### src/rtl/seg_display_arbiter.sv
// Two-requester arbiter for a 4-digit multiplexed seven-segment display.
// Ownership changes only at frame boundaries; the arbiter runs the scan itself.
module seg_display_arbiter #(
    parameter int SCAN_DIV   = 100000,
    parameter int MIN_FRAMES = 8
) (
    input  logic        clk,
    input  logic        rst_n,
    input  logic [1:0]  req,
    input  logic [15:0] val0,
    input  logic [15:0] val1,
    input  logic [3:0]  dp0,
    input  logic [3:0]  dp1,
    input  logic [3:0]  blank0,
    input  logic [3:0]  blank1,
    output logic [1:0]  gnt,
    output logic        frame_done,
    output logic [3:0]  an,
    output logic [7:0]  seg
);

    localparam int DW = (SCAN_DIV > 1) ? $clog2(SCAN_DIV) : 1;
    localparam int HW = $clog2(MIN_FRAMES + 1);

    typedef enum logic {IDLE, OWN} state_t;

    state_t        state;
    logic          owner;
    logic          last_owner;
    logic [DW-1:0] div_cnt;
    logic [1:0]    d;
    logic [HW-1:0] held;
    logic [15:0]   s_val;
    logic [3:0]    s_dp;
    logic [3:0]    s_blank;

    logic          tick;
    logic          boundary;
    logic          other;
    logic          win;
    logic          sw;
    logic          load_sel;
    logic [HW-1:0] held_next;
    logic          lit;
    logic [3:0]    nib;
    logic [3:0]    an_next;
    logic [7:0]    seg_next;

    function automatic logic [6:0] hex7(input logic [3:0] n);
        case (n)
            4'h0:    hex7 = 7'b0000001;
            4'h1:    hex7 = 7'b1001111;
            4'h2:    hex7 = 7'b0010010;
            4'h3:    hex7 = 7'b0000110;
            4'h4:    hex7 = 7'b1001100;
            4'h5:    hex7 = 7'b0100100;
            4'h6:    hex7 = 7'b0100000;
            4'h7:    hex7 = 7'b0001101;
            4'h8:    hex7 = 7'b0000000;
            4'h9:    hex7 = 7'b0000100;
            4'hA:    hex7 = 7'b0001000;
            4'hB:    hex7 = 7'b1100000;
            4'hC:    hex7 = 7'b0110001;
            4'hD:    hex7 = 7'b1000010;
            4'hE:    hex7 = 7'b0110000;
            default: hex7 = 7'b0111000;
        endcase
    endfunction

    always_comb begin
        tick      = (div_cnt == DW'(SCAN_DIV - 1));
        boundary  = (state == OWN) && tick && (d == 2'd3);
        other     = ~owner;
        win       = (req == 2'b11) ? ~last_owner : req[1];
        held_next = (held == HW'(MIN_FRAMES)) ? held : held + 1'b1;
        // A waiting requester takes over when the owner leaves or its hold expires.
        sw        = req[other] &&
                    (!req[owner] || held_next == HW'(MIN_FRAMES));
        load_sel  = (state == IDLE) ? win : (sw ? other : owner);
        lit       = (state == OWN) && !s_blank[d];
        nib       = s_val[{d, 2'b00} +: 4];
        an_next   = lit ? ~(4'b0001 << d) : 4'b1111;
        seg_next  = lit ? {hex7(nib), ~s_dp[d]} : 8'hFF;
    end

    always_ff @(posedge clk or negedge rst_n) begin
        if (!rst_n) begin
            state      <= IDLE;
            owner      <= 1'b0;
            last_owner <= 1'b1;
            div_cnt    <= '0;
            d          <= 2'd0;
            held       <= '0;
            s_val      <= '0;
            s_dp       <= '0;
            s_blank    <= '0;
            gnt        <= 2'b00;
            frame_done <= 1'b0;
            an         <= 4'b1111;
            seg        <= 8'hFF;
        end else begin
            frame_done <= 1'b0;
            an         <= an_next;
            seg        <= seg_next;
            case (state)
                IDLE: begin
                    if (|req) begin
                        state   <= OWN;
                        owner   <= win;
                        gnt     <= win ? 2'b10 : 2'b01;
                        div_cnt <= '0;
                        d       <= 2'd0;
                        held    <= '0;
                        s_val   <= load_sel ? val1 : val0;
                        s_dp    <= load_sel ? dp1 : dp0;
                        s_blank <= load_sel ? blank1 : blank0;
                    end
                end
                default: begin
                    if (tick) begin
                        div_cnt <= '0;
                        d       <= d + 2'd1;
                    end else begin
                        div_cnt <= div_cnt + 1'b1;
                    end
                    if (boundary) begin
                        frame_done <= 1'b1;
                        if (sw) begin
                            owner      <= other;
                            last_owner <= owner;
                            gnt        <= other ? 2'b10 : 2'b01;
                            held       <= '0;
                        end else if (!req[owner]) begin
                            state      <= IDLE;
                            gnt        <= 2'b00;
                            last_owner <= owner;
                        end else begin
                            held <= held_next;
                        end
                        s_val   <= load_sel ? val1 : val0;
                        s_dp    <= load_sel ? dp1 : dp0;
                        s_blank <= load_sel ? blank1 : blank0;
                    end
                end
            endcase
        end
    end

endmodule

### config.mk
export PLATFORM = sky130hd
export DESIGN_NAME = seg_display_arbiter
export DESIGN_NICKNAME = d
export VERILOG_FILES = /design/src/rtl/seg_display_arbiter.sv
export SDC_FILE = /design/constraint.sdc
export NUM_CORES = 1
export LEC_CHECK = 0
export CORE_UTILIZATION = 53
export DETAILED_ROUTE_END_ITERATION = 10
export PLACE_DENSITY = 0.89
export SLEW_MARGIN = 40
export SYNTH_ARGS = -nofsm -noshare
export SYNTH_HDL_FRONTEND = slang
export SYNTH_SLANG_ARGS = --single-unit
export TNS_END_PERCENT = 20
### constraint.sdc
create_clock -name clk -period 3.7 [get_ports clk]
set_clock_uncertainty 0.1 [all_clocks]
set_input_delay 0.37 -clock clk [delete_from_list [all_inputs] [get_ports clk]]
set_output_delay 0.37 -clock clk [all_outputs]
set_load 0.05 [all_outputs]
Word level (Yosys, flattened, before mapping)
Memories as Yosys holds them, arrays and structs flattened. Index checks and enable logic that the tools add are counted.

Bits in registers: 65. Latch bits: 0. Memory bits (writable): 0. Bits in read-only memories: 112. Input bits: 52. Output and inout port bits: 15. Word-level logic and storage cells: 106. Memories: 1.

Memories: (no name shown) (words 16, width 7, read ports 1, clocked after Yosys merged registers in 0, wr ports 0, line 50) `case (n)`.

Add/sub/neg operators: 3. $mul: 0. Div/mod/pow operators: 0. Order comparisons: 3. Eq/ne operators: 10. Shifts and indexed selects: 2. Multiplexer cells: 56. Bitwise operators: 4. Reductions and logical operators: 14.

Operator list (number): 16-bit two-way mux (4); 4-bit two-way mux (15); 17-bit two-way mux (3); 1-bit two-way mux (21); 2-bit two-way mux (10); 17-bit by 1-bit adder with 17-bit output (second input constant) (1); 17-bit == test (second input constant) (1); 16-bit by 5-bit indexed part select with 4-bit output (1); 3-bit AND reduction (3); 4-bit == test (second input constant) (2); 8-bit two-way mux (1); 4-bit by 1-bit adder with 4-bit output (second input constant) (1); 1-bit binary-select mux with 2-bit select (2); 2-bit == test (second input constant) (2); 1-bit logical AND (4); 1-bit by 2-bit < comparator with 1-bit output (second input constant) (2); 2-bit by 1-bit inequality test with 1-bit output (second input constant) (2); 4-bit inverter (1); 2-bit AND reduction (2); 1-bit by 2-bit << shifter with 4-bit output (first input constant) (1); 2-bit by 3-bit < comparator with 1-bit output (second input constant) (1); 3-bit by 1-bit inequality test with 1-bit output (second input constant) (1); 3-bit inequality test (second input constant) (1); 1-bit inverter (3); 6 further kinds (7).

Longest topological paths before layout
Word-level depth: 10. Mapped depth: 11. Depth with buffers taken out: 10.

Worst setup path after synthesis
Ideal clock, no wire load.

Path kind: register to register. Start point: reg held[0]. End point: reg s_blank[0]. Library setup time: 0.122 ns. Data arrival time: 3.102 ns. Data required time: 3.478 ns. Setup slack: 0.376 ns. Stages on the path, launching flop included: 12. Buffers on the path: 1. Clock period less this slack: 3.324 ns. Cell sequence: dfrtp_1 -> inv_1 -> ha_1 -> nor4bb_1 -> a211oi_1 -> or3_1 -> a31oi_1 -> ha_1 -> o21ai_1 -> clkbuf_1 -> mux2i_1 -> a21oi_2.

Longest elaborated chain between the ends: 10. Elaborated cells between the ends (all ways): 12. Classes of those cells: add/sub (1); eq/ne (2); mux (7); reduce/logical (2).

RTL lines: start: declaration (line 32) `logic [HW-1:0] held;`; start signal: assignment (line 138) `held <= held_next;`; 4-bit by 1-bit adder with 4-bit output or 4-bit == test (tied branches) (line 75) `held_next = (held == HW'(MIN_FRAMES)) ? held : held + 1'b1;`; 4-bit two-way mux (*) (line 75); 4-bit == test (*) (line 78) `(!req[owner] || held_next == HW'(MIN_FRAMES));`; 1-bit logical OR (*) (line 78); 1-bit logical AND (*) (line 77) `sw = req[other] &&`; 1-bit two-way mux (*); 1-bit two-way mux (*) (line 79) `load_sel = (state == IDLE) ? win : (sw ? other : owner);`; 4-bit two-way mux (*) (line 116, 142); 4-bit two-way mux, on equally long branches (line 107, 126); 4-bit two-way mux (*) (line 105) `case (state)`; end signal: assignment (line 116) `s_blank <= load_sel ? blank1 : blank0;`; end signal: assignment (line 142) `s_blank <= load_sel ? blank1 : blank0;`; end: declaration (line 35) `logic [3:0] s_blank;`.

Mark *: on every way between the ends. The rest lies on a longest branch, timed or not. The select of a mux whose other input is x is not followed. A chain may end at the register's enable or synchronous reset.

Final worst setup path
Ends and elaborated chain as after synthesis.

==> impl_metrics.yaml <==
global_routing:
  grt_overflow: 0
  grt_pass1_vias: 2948
  met2_usage_pct: 38.8
  antenna_found_initial: 0
  grt_use_met1_pct: 30.6
  grt_max_degree: 49
  gr-usage-all-layers_pct: 23.7
  grt_pass1_wl_um: 13600
  use_met3_pct: 3.46
  grt_busiest_layer: "met2"
clock_tree:
  cts_buffers: 9
  hold_buffers: 1
  clkTransAtPathRegs_ps: 70
  postCtsResizedCells: 0
  clkSinkCount: 65
  post_cts_buffers: 0
  cts-root-buf: "clkbuf_8"
  h-tree-depth: 3
  cts_tree: "built"
  clk_path_buf_depth: 2
  insertion_delay_ps: 350
floorplan:
  placeableCoreArea_mm2: 0.00679
  die_h_um: 86.0
  pin_count: 67
  initial_utilization_pct: 55.1
  core.rowCount: 30
  dieWidth_um: 86.0
  dieArea_mm2: 0.00740
sta:
  max_freq_mhz: 305
  holdWs_ps: 401
  hold_viol: 0
  tightestPinTransition_ps: 715
  final-max-slew-violation-count: 0
  finalCriticalPeriod_ps: 3280
  rsz0062_at_grt: "false"
  tns_ps: 0
  relSlewSlack_pct: 51.9
  setup_viol: 0
  period_share_pct: 88.8
run_status:
  outcome: "complete, no violations"
synth:
  synth_cells: 371
  synth_area_leaders: "dfrtp_1 (35%), dfstp_2 (9.1%), mux2i_1 (7.8%), a21oi_2 (5.4%), ha_1 (4.7%)"
  synth_nets: 437
  yosys_register_bits: 65
  syn_area_per_cell_um2: 10.1
  synth_edf_count: 0
  yosysTopAreaCellShare_pct: 34.8
  postSynth.asyncResetShare_pct: 100
  yosys.area_share.simple_pct: 16.7
  synth_xor_area_share_pct: 0.234
  synth_ff_type: "dfrtp_1"
  synth_top_family_by_area: "compound AO/OA/AOI/OAI gates"
  synth_fa_ha_area_share_pct: 4.68
  syn_area_mm2: 0.00374
  synth_cell_types: 51
  synth_compound_area_share_pct: 16.9
  ys_warn_count: 0
  synth.mux.area_fraction_pct: 12.6
  synth_top_cell_by_area: "dfrtp_1"
  yosysSeqAreaShare_pct: 43.9
detailed_routing:
  via_count: 3104
  wl_per_cell_um: 15.5
  drt-total-wl_um: 8270
  drc: 0
  ant_nets: 0
  drtIter0Drc: 212
  dr.pass1.iters: 4
  vias_per_cell: 5.83
worst_setup_path:
  crit_fanout: 25
  crit_arrival_ps: 3390
  rr_endpoint: "s_blank[0]"
  r2r-start: "held[0]"
  cp-end-kind: "flop"
  reg2reg_depth: 11
  r2r_setup_slack_ps: 420
  crit_start: "held[0]"
  startpoint_type: "flop"
  cp.required_ps: 3810
  worstSetupPathType: "flop to flop"
worst_hold_path:
  holdPathEnd: "div_cnt[16]"
  holdPathStages: 1
  hold_class: "flop to flop"
  min_from: "div_cnt[16]"
power:
  powerDensity_mw_per_mm2: 372
  peakVddDrop_mv: 0.212
  power.leakage_nw: 1.94
job:
  timing.max_cap.violations: 0
cells_and_area:
  area_growth_pct: 24.3
  final_area_mm2: 0.00465
  insertedDiodeCount: 0
  drive_gt1_share_pct: 16.7
  layout.nets: 497
  fillers: 494
placement:
  gp_congestion: 0.806
  io_buffers: 66
  hpwlAfterDp_um: 5720
  placed_cell_area_mm2: 0.00443
==> how the worst max path moves through the flow <==
| stage | endpoint | slack [ps] | depth (start not counted) |
|---|---|---|---|
| after floorplan | s_blank[0] | 380 | 11 |
| after global routing | s_blank[0] | 190 | 11 |
| after global placement | s_blank[0] | 660 | 11 |
| after CTS | s_blank[0] | 450 | 11 |
| final | s_blank[0] | 420 | 11 |
| after detailed placement | s_dp[0] | 510 | 11 |
==> registers in the layout (all words and copies together), names as in the netlist <==
signal	flops
s_dp	4
owner	1
last_owner	1
d	2
held	4
s_blank	4
frame_done	1
an	4
seg	8
div_cnt	17
gnt	2
state	1
s_val	16
==> power by group <==
group / internal, mW / leakage [nW] / switching, mW
clock: 0.379 / 0.0995 / 0.283
combinational: 0.140 / 1.09 / 0.160
sequential: 0.752 / 0.751 / 0.0170
total: 1.27 / 1.94 / 0.460
==> through the flow <==
step	cells	utilization (%)	setup slack (ps)	total power [mW]
after global routing	532	68.5	190	1.80
after floorplan	371	-	376	0.961
after CTS	532	68.4	452	1.74
final	532	68.5	416	1.73
after global placement	515	65.0	657	1.07
after detailed placement	515	65.1	510	1.08
==> worst max-delay path, cell delays in order, from the launching register on <==
cell	delay, ps
dfrtp_1	440
inv_1	130
ha_1	200
nor4bb_1	330
a211oi_1	120
or3_1	370
a31oi_1	240
ha_1	280
o21ai_2	110
buf_4	380
mux2i_1	320
a21oi_2	90
==> cell type report <==
class                   instances  area, um2  area share [%]
inverters                      13       48.8            1.05
flip-flops and latches         65       1640            35.3
repair buffers                 71        698            15.0
well taps                      96        120            2.58
multi-input cells             271       1930            41.5
clock buffers                  11        131            2.82
clock inverters                 5       80.1            1.72
==> placed cells by master (no fill, tap or decap), types with 3 or more instances in the layout <==
master | synthesis | final
clkdlybuf4s50_1 | 0 | 65
dfrtp_1 | 52 | 52
nand2_1 | 40 | 40
nor2_1 | 38 | 37
mux2i_1 | 29 | 29
o21ai_0 | 23 | 23
a21oi_2 | 23 | 23
ha_1 | 14 | 14
inv_1 | 13 | 13
dfstp_2 | 13 | 13
a31oi_1 | 11 | 11
nand3_1 | 11 | 11
clkbuf_8 | 0 | 9
o211ai_1 | 7 | 7
nor4_1 | 7 | 7
nand4_1 | 7 | 7
mux4_2 | 6 | 6
a21oi_1 | 6 | 6
buf_4 | 2 | 5
and2_1 | 3 | 3
mux2_2 | 3 | 3
o221ai_1 | 3 | 3
o22ai_1 | 3 | 3
==> synth_stat cells, types with 11 or more instances <==
cell type,count
nor2_1,38
mux2i_1,29
a21oi_2,23
nand3_1,11
nand2_1,40
ha_1,14
a31oi_1,11
dfstp_2,13
clkbuf_1,16
inv_1,13
o21ai_0,23
dfrtp_1,52
==> cell families (layout without fill, tap and decap cells) <==
family,after synthesis,count (layout)
AO/OA/AOI/OAI,89,89
XOR/XNOR,1,1
adder cells (fa/ha/maj),14,14
buffers and inverters,35,100
flip-flops,65,65
multiplexers,39,39
AND/OR/NAND/NOR,128,128
==> metal layers <==
| layer | wire [um] | part of all wire [%] |
|---|---|---|
| met1 | 3650 | 44 |
| met2 | 4110 | 50 |
| met3 | 320 | 3.9 |
| met4 | 190 | 2.3 |
| met5 | 0 | 0 |
No activity file was read; power rests on OpenSTA's default activity.
